===== config.mk =====
export PLATFORM = sky130hd
export DESIGN_NAME = piezo_decoder
export DESIGN_NICKNAME = d
export VERILOG_FILES = /design/src/rtl/piezo_pkg.sv /design/src/rtl/piezo_period_meas.sv /design/src/rtl/piezo_decoder.sv
export SDC_FILE = /design/constraint.sdc
export NUM_CORES = 1
export LEC_CHECK = 0
export BUFFER_PORTS_ARGS = -buffer_cell sky130_fd_sc_hd__buf_4
export CAP_MARGIN = 15
export CELL_PAD_IN_SITES_DETAIL_PLACEMENT = 0
export CELL_PAD_IN_SITES_GLOBAL_PLACEMENT = 1
export CORE_MARGIN = 5
export CORE_UTILIZATION = 40
export DETAILED_ROUTE_END_ITERATION = 8
export PLACE_DENSITY_LB_ADDON = 0.1
export SKIP_CTS_REPAIR_TIMING = 1
export SYNTH_ARGS = -nofsm -noshare
export SYNTH_HDL_FRONTEND = slang
export SYNTH_SLANG_ARGS = --single-unit

===== constraint.sdc =====
create_clock -name clk -period 3 [get_ports clk]
set_input_delay 0.6 -clock clk [delete_from_list [all_inputs] [get_ports clk]]
set_output_delay 0.6 -clock clk [all_outputs]
set_load 0.02 [all_outputs]

===== src/rtl/piezo_pkg.sv =====
// Shared types and nominal tone periods for the piezo tone decoder and the piezo driver bench.
package piezo_pkg;

  typedef enum logic [2:0] {
    NOTE_NONE = 3'd0,
    NOTE_G6   = 3'd1,
    NOTE_C7   = 3'd2,
    NOTE_E7   = 3'd3,
    NOTE_G7   = 3'd4
  } note_t;

  typedef enum logic [1:0] {
    TUNE_NONE     = 2'd0,
    TUNE_CHARGE   = 2'd1,
    TUNE_BATT_LOW = 2'd2,
    TUNE_TOO_FAST = 2'd3
  } tune_t;

  typedef enum logic [3:0] {
    T_IDLE, FWD1, FWD2, FWD3, FWD4, FWD5, REV1, REV2, REV3, REV4, REV5
  } match_st_t;

  localparam logic [15:0] G6_PER_RT = 16'd31889;
  localparam logic [15:0] C7_PER_RT = 16'd23891;
  localparam logic [15:0] E7_PER_RT = 16'd18962;
  localparam logic [15:0] G7_PER_RT = 16'd15945;
  localparam logic [15:0] G6_PER_FS = 16'd498;
  localparam logic [15:0] C7_PER_FS = 16'd373;
  localparam logic [15:0] E7_PER_FS = 16'd296;
  localparam logic [15:0] G7_PER_FS = 16'd249;
  localparam logic [15:0] SIL_RT    = 16'hFFFF;
  localparam logic [15:0] SIL_FS    = 16'd1023;

  // Acceptance window is nominal +/- nominal/16, widened to 17 bits to avoid wrap.
  function automatic logic in_window(input logic [15:0] per, input logic [15:0] nom);
    logic [16:0] lo;
    logic [16:0] hi;
    lo = {1'b0, nom} - {5'b0, nom[15:4]};
    hi = {1'b0, nom} + {5'b0, nom[15:4]};
    return ({1'b0, per} >= lo) && ({1'b0, per} <= hi);
  endfunction

endpackage


===== src/rtl/piezo_period_meas.sv =====
// Synchronises the piezo tone, measures rising-edge periods, classifies each period
// and flags silence when no edge arrives within the timeout.
module piezo_period_meas import piezo_pkg::*; #(
  parameter bit FAST_SIM = 1'b1
) (
  input  logic  clk_i,
  input  logic  rst_n_i,
  input  logic  piezo_i,
  output logic  per_vld_o,
  output note_t per_note_o,
  output logic  silence_o
);

  localparam logic [15:0] NOM_G6 = FAST_SIM ? G6_PER_FS : G6_PER_RT;
  localparam logic [15:0] NOM_C7 = FAST_SIM ? C7_PER_FS : C7_PER_RT;
  localparam logic [15:0] NOM_E7 = FAST_SIM ? E7_PER_FS : E7_PER_RT;
  localparam logic [15:0] NOM_G7 = FAST_SIM ? G7_PER_FS : G7_PER_RT;
  localparam logic [15:0] SIL    = FAST_SIM ? SIL_FS    : SIL_RT;

  logic        sync1_q, sync2_q;
  logic [15:0] cnt_q, cnt_d;
  logic        armed_q, armed_d;
  logic        rise;

  assign rise = sync1_q & ~sync2_q;

  always_ff @(posedge clk_i) begin
    if (!rst_n_i) begin
      sync1_q <= 1'b0;
      sync2_q <= 1'b0;
      cnt_q   <= '0;
      armed_q <= 1'b0;
    end else begin
      sync1_q <= piezo_i;
      sync2_q <= sync1_q;
      cnt_q   <= cnt_d;
      armed_q <= armed_d;
    end
  end

  // An edge coinciding with the timeout count takes priority over silence.
  always_comb begin
    cnt_d     = (cnt_q == 16'hFFFF) ? cnt_q : cnt_q + 16'd1;
    armed_d   = armed_q;
    per_vld_o = 1'b0;
    silence_o = 1'b0;
    if (rise) begin
      cnt_d     = 16'd1;
      armed_d   = 1'b1;
      per_vld_o = armed_q;
    end else if (armed_q && (cnt_q == SIL)) begin
      silence_o = 1'b1;
      armed_d   = 1'b0;
    end
  end

  always_comb begin
    per_note_o = NOTE_NONE;
    if (in_window(cnt_q, NOM_G6))      per_note_o = NOTE_G6;
    else if (in_window(cnt_q, NOM_C7)) per_note_o = NOTE_C7;
    else if (in_window(cnt_q, NOM_E7)) per_note_o = NOTE_E7;
    else if (in_window(cnt_q, NOM_G7)) per_note_o = NOTE_G7;
  end

endmodule


===== src/rtl/piezo_decoder.sv =====
// Groups classified periods into notes, reports each finished note, matches note
// sequences against known tunes and flags a stuck/shorted piezo pair.
// State | meaning:  T_IDLE | no partial tune;  FWDn | first n notes of G6 C7 E7 G7 E7 G7 seen;
//                   REVn  | first n notes of G7 E7 G7 E7 C7 G6 seen
module piezo_decoder import piezo_pkg::*; #(
  parameter bit fastSim = 1'b1
) (
  input  logic        clk,
  input  logic        rst_n,
  input  logic        piezo,
  input  logic        piezo_n,
  output logic [2:0]  note,
  output logic        note_vld,
  output logic [11:0] note_len,
  output logic [1:0]  tune,
  output logic        tune_vld,
  output logic        pol_err
);

  logic  per_vld, silence;
  note_t per_note;

  piezo_period_meas #(.FAST_SIM(fastSim)) u_meas (
    .clk_i      (clk),
    .rst_n_i    (rst_n),
    .piezo_i    (piezo),
    .per_vld_o  (per_vld),
    .per_note_o (per_note),
    .silence_o  (silence)
  );

  note_t       cur_note_q, cur_note_d, note_q, note_d;
  logic [11:0] cur_len_q, cur_len_d, note_len_q, note_len_d;
  logic        active_q, active_d, note_vld_q, note_vld_d;
  match_st_t   st_q, st_d, restart;
  tune_t       tune_q, tune_d;
  logic        tune_vld_q, tune_vld_d;
  logic        eq_q, pol_err_q, pol_err_d, eq_now;

  assign eq_now    = (piezo == piezo_n);
  assign pol_err_d = pol_err_q | (eq_q & eq_now);

  always_ff @(posedge clk) begin
    if (!rst_n) begin
      cur_note_q <= NOTE_NONE;
      cur_len_q  <= '0;
      active_q   <= 1'b0;
      note_q     <= NOTE_NONE;
      note_len_q <= '0;
      note_vld_q <= 1'b0;
      st_q       <= T_IDLE;
      tune_q     <= TUNE_NONE;
      tune_vld_q <= 1'b0;
      eq_q       <= 1'b0;
      pol_err_q  <= 1'b0;
    end else begin
      cur_note_q <= cur_note_d;
      cur_len_q  <= cur_len_d;
      active_q   <= active_d;
      note_q     <= note_d;
      note_len_q <= note_len_d;
      note_vld_q <= note_vld_d;
      st_q       <= st_d;
      tune_q     <= tune_d;
      tune_vld_q <= tune_vld_d;
      eq_q       <= eq_now;
      pol_err_q  <= pol_err_d;
    end
  end

  always_comb begin
    cur_note_d = cur_note_q;
    cur_len_d  = cur_len_q;
    active_d   = active_q;
    note_d     = note_q;
    note_len_d = note_len_q;
    note_vld_d = 1'b0;
    if (per_vld) begin
      if (active_q && (per_note == cur_note_q)) begin
        cur_len_d = (cur_len_q == 12'hFFF) ? cur_len_q : cur_len_q + 12'd1;
      end else begin
        if (active_q) begin
          note_vld_d = 1'b1;
          note_d     = cur_note_q;
          note_len_d = cur_len_q;
        end
        cur_note_d = per_note;
        cur_len_d  = 12'd1;
        active_d   = 1'b1;
      end
    end else if (silence && active_q) begin
      note_vld_d = 1'b1;
      note_d     = cur_note_q;
      note_len_d = cur_len_q;
      active_d   = 1'b0;
    end
  end

  // Any note that does not continue the current sequence is re-evaluated as a fresh start.
  always_comb begin
    st_d       = st_q;
    tune_d     = tune_q;
    tune_vld_d = 1'b0;
    restart    = (note_q == NOTE_G6) ? FWD1 : (note_q == NOTE_G7) ? REV1 : T_IDLE;
    if (note_vld_q) begin
      st_d = restart;
      case (st_q)
        FWD1: if (note_q == NOTE_C7) st_d = FWD2;
        FWD2: if (note_q == NOTE_E7) st_d = FWD3;
        FWD3: begin
          if (note_q == NOTE_G7) st_d = FWD4;
          else if (note_q == NOTE_G6) begin
            st_d       = FWD1;
            tune_d     = TUNE_TOO_FAST;
            tune_vld_d = 1'b1;
          end
        end
        FWD4: if (note_q == NOTE_E7) st_d = FWD5;
        FWD5: if (note_q == NOTE_G7) begin
          st_d       = T_IDLE;
          tune_d     = TUNE_CHARGE;
          tune_vld_d = 1'b1;
        end
        REV1: if (note_q == NOTE_E7) st_d = REV2;
        REV2: if (note_q == NOTE_G7) st_d = REV3;
        REV3: if (note_q == NOTE_E7) st_d = REV4;
        REV4: if (note_q == NOTE_C7) st_d = REV5;
        REV5: if (note_q == NOTE_G6) begin
          st_d       = T_IDLE;
          tune_d     = TUNE_BATT_LOW;
          tune_vld_d = 1'b1;
        end
        default: ;
      endcase
    end
  end

  assign note     = note_q;
  assign note_vld = note_vld_q;
  assign note_len = note_len_q;
  assign tune     = tune_q;
  assign tune_vld = tune_vld_q;
  assign pol_err  = pol_err_q;

endmodule


==> results.py <==
metrics = {
    "outcome": {
        "status": "finished clean",
    },
    "clock_network": {
        "cts.path.max_buffers": 2,
        "htree_levels": 3,
        "cts_buffers": 9,
        "cts_tree": "yes",
        "clkLatencyLatePin_ps": 340,
        "clk_pin_slew_ps": 70,
        "numClockSinks": 60,
        "root_buffer": "clkbuf_8",
    },
    "timing": {
        "min_period_ps": 2740,
        "rsz0062_at_grt": "no",
        "finalSetupViolCount": 0,
        "setup_ws_ps": 262,
        "slew_violations": 0,
        "max_freq_mhz": 365,
        "tightest_slew_ps": 1060,
        "final_hold_viol_count": 0,
        "tns_ps": 0,
        "clock_skew_ps": 5.43,
        "fin_crit_sh_pct": 91.3,
        "hold_ws_ps": 455,
        "timing.slew.headroom_pct": 29.1,
    },
    "power_and_ir_drop": {
        "power.internal_w": 0.00132,
        "switching_share_pct": 22.3,
        "clockPowerShare_pct": 48.2,
        "share_seq_of_total_power_pct": 48.1,
        "vdd_ir_drop_max_mv": 0.273,
        "p_leak_nw": 1.28,
        "power.switching_w": 0.000378,
        "combPwrFrac_pct": 3.7,
        "power_density_nw_per_um2": 465,
    },
    "global_routing": {
        "grt_pass1_vias": 2596,
        "grt_use_met1_pct": 21.1,
        "use_met3_pct": 4.39,
        "grt.busiest_layer": "met2",
        "antenna_found_initial": 0,
        "track_usage_pct": 15.4,
        "gr-total-overflow": 0,
        "grt_pass1_wl_um": 12500,
        "grt_max_degree": 39,
        "use_met2_pct": 23.7,
    },
    "synthesis": {
        "netlist_area_um2": 3160,
        "ys_ff_latch": 60,
        "syn_inst": 391,
        "synth_commonest_cells": "dfxtp_1, nand2_1, nor2_1",
        "syn_nets": 400,
        "yosysSeqAreaShare_pct": 38.0,
        "synthFlopType": "dfxtp_1",
        "ys_warn_count": 0,
        "post-synth-top-area-cell": "dfxtp_1",
        "yosysMostFrequentCell": "dfxtp_1",
        "synthArstFlopShare_pct": 0,
        "syn_area_per_cell_um2": 8.08,
        "yosysUniqueCellTypes": 53,
        "synth-edff-count": 0,
        "synth.area.top_cells": "dfxtp_1, nand2_1, mux2i_1",
        "yosysTopAreaCellShare_pct": 38.0,
    },
    "die": {
        "die_w_um": 98.9,
        "dieArea_um2": 9780,
        "core-area_um2": 7730,
        "die_y_um": 98.9,
        "io-pin-count": 24,
        "rows": 32,
        "start_util_pct": 40.9,
    },
    "cells_and_area": {
        "post_route_cells_drive_above_1_share_pct": 13.1,
        "diodes": 0,
        "fillers": 748,
        "multiInputGateArea_um2": 1820,
        "finalNonFillerCells": 515,
        "finalNetCount": 417,
        "syn_to_final_growth_pct": 15.3,
        "final-seq-area_um2": 1200,
    },
    "hold_path": {
        "worstHoldStart": "note_len[3]",
        "holdPathStages": 2,
        "min_to": "note_len[3]",
        "hold_class": "reg -> reg",
    },
    "drt": {
        "vias": 2795,
        "first_pass_iters": 4,
        "drtIter0Drc": 133,
        "ant_nets": 0,
        "drt-wirelength-per-cell_um": 13.9,
        "wirelength_um": 7160,
        "drt-vias-per-instance": 5.43,
        "drc": 0,
    },
    "placement": {
        "dp_hpwl_um": 5040,
        "io_buffers": 23,
        "pre_cts_slack_ps": 207,
        "placed_cells": 498,
        "gp_congestion": 0.833,
    },
    "worst_setup_path": {
        "rr_worst_depth": 8,
        "cp.required_ps": 3260,
        "r2r-start": "u_meas.cnt_q[3]",
        "r2r_end": "cur_len_q[1]",
        "crit_type": "reg -> reg",
        "critPathArrivalTime_ps": 3000,
        "crit_fanout": 12,
        "endpoint_kind": "flip-flop",
        "crit_path_cell_trace": "nand3_1 -> or3_1 -> a211o_1 -> and4_4 -> a311oi_4 -> buf_4 -> nand4_1 -> a31oi_1",
        "r2r_setup_slack_ps": 260,
        "slowest_stage": "dfxtp_1",
        "worst_path_largest_cell_delay_ps": 540,
        "startpoint_type": "flip-flop",
    },
    "run": {
        "drv_cap": 0,
    },
}
[cells in the final DEF (no fill, tap or decap), types with 2 or more instances in the layout]
master / n
and4_1: 3
nor3b_1: 4
nand4_1: 15
or3_1: 4
nand2b_1: 2
and4b_1: 3
mux2i_1: 17
nand4b_1: 2
bufinv_16: 2
a41oi_1: 2
nor2b_1: 5
o41ai_1: 2
a21oi_1: 16
inv_1: 10
a31oi_1: 11
xnor2_1: 6
nor3_1: 10
buf_4: 29
and2_1: 5
o211ai_1: 8
ha_1: 5
a211o_1: 2
a32oi_1: 2
nand3_1: 21
clkinv_2: 2
xor2_1: 7
nand2_1: 54
clkbuf_8: 10
and3_1: 9
nor2_1: 43
o21ai_0: 13
a211oi_1: 2
nand3b_1: 2
dfxtp_1: 60
o31ai_1: 5
[worst max path at each step]
stage                     from            to  slack (ps)  cells after the start
6_report       u_meas.cnt_q[3]  cur_len_q[1]         260                      8
5_1_grt        u_meas.cnt_q[3]  cur_len_q[7]          40                      8
4_1_cts        u_meas.cnt_q[3]   note_len[5]         170                      7
3_5_place_dp   u_meas.cnt_q[3]   note_len[5]         210                      7
3_3_place_gp   u_meas.cnt_q[3]   note_len[5]         300                      7
2_1_floorplan  u_meas.cnt_q[5]      note_vld         610                      9
[flip-flops by register name (all words and copies together) (netlist names), 2 cells and up]
name          cells
u_meas.cnt_q     16
cur_note_q        3
st_q              4
note              3
cur_len_q        12
note_len         12
tune              2
[metal layers]
metal  vias up  share of wire [%]  wire (µm)
met1      1298                 50       3580
met2        49                 45       3200
met4         0               0.71         51
li1       1444                  -          -
met3         4                4.7        335
met5         -                  0          0
[layout make-up]
class                           instances  share of cell area [%]
Sequential cell                        60                    33.0
Timing Repair Buffer                   30                    6.52
Clock inverter                          6                    2.37
Clock buffer                           10                    3.78
Inverter                               10                    1.03
Multi-Input combinational cell        297                    49.8
Tap cell                              102                    3.50
[critical path: cells and delay by family (launching register included)]
| kind | cells | cell delay, ps |
|---|---|---|
| DFF | 1 | 540 |
| AOI/OAI and AO/OA | 3 | 960 |
| buffers and inverters | 1 | 280 |
| and+or+nand+nor | 4 | 880 |
[power by group through the flow]
stage	Clock, W	Combinational [W]	Sequential [W]
after global routing	0.000886	0.0000701	0.000816
after detailed placement	0	0.0000631	0.000833
after global placement	0	0.0000636	0.000832
after floorplan	0	0.0000431	0.000830
after CTS	0.000844	0.0000632	0.000814
final	0.000817	0.0000621	0.000815
[through the flow]
stage | util (%) | instance area, µm² | total power, W
after detailed placement | 44.0 | 3400 | 0.000896
after global routing | 47.2 | 3640 | 0.00177
final | 47.2 | 3640 | 0.00169
after global placement | 44.0 | 3400 | 0.000895
after CTS | 46.9 | 3620 | 0.00172
after floorplan | - | 3160 | 0.000873
[kinds of logic (layout without fill, tap and decap cells)]
| group | count (synthesis) | after routing | synth area share, % |
|---|---|---|---|
| and+or+nand+nor | 188 | 188 | 30.0 |
| AOI/OAI and AO/OA | 73 | 73 | 16.1 |
| DFF | 60 | 60 | 38.0 |
| buffers and inverters | 34 | 56 | 4.55 |
| muxes | 18 | 18 | 5.74 |
| xor gates and xnor gates | 13 | 13 | 3.60 |
| adders and majority gates | 5 | 5 | 1.98 |
No activity file was read; power rests on OpenSTA's default activity.
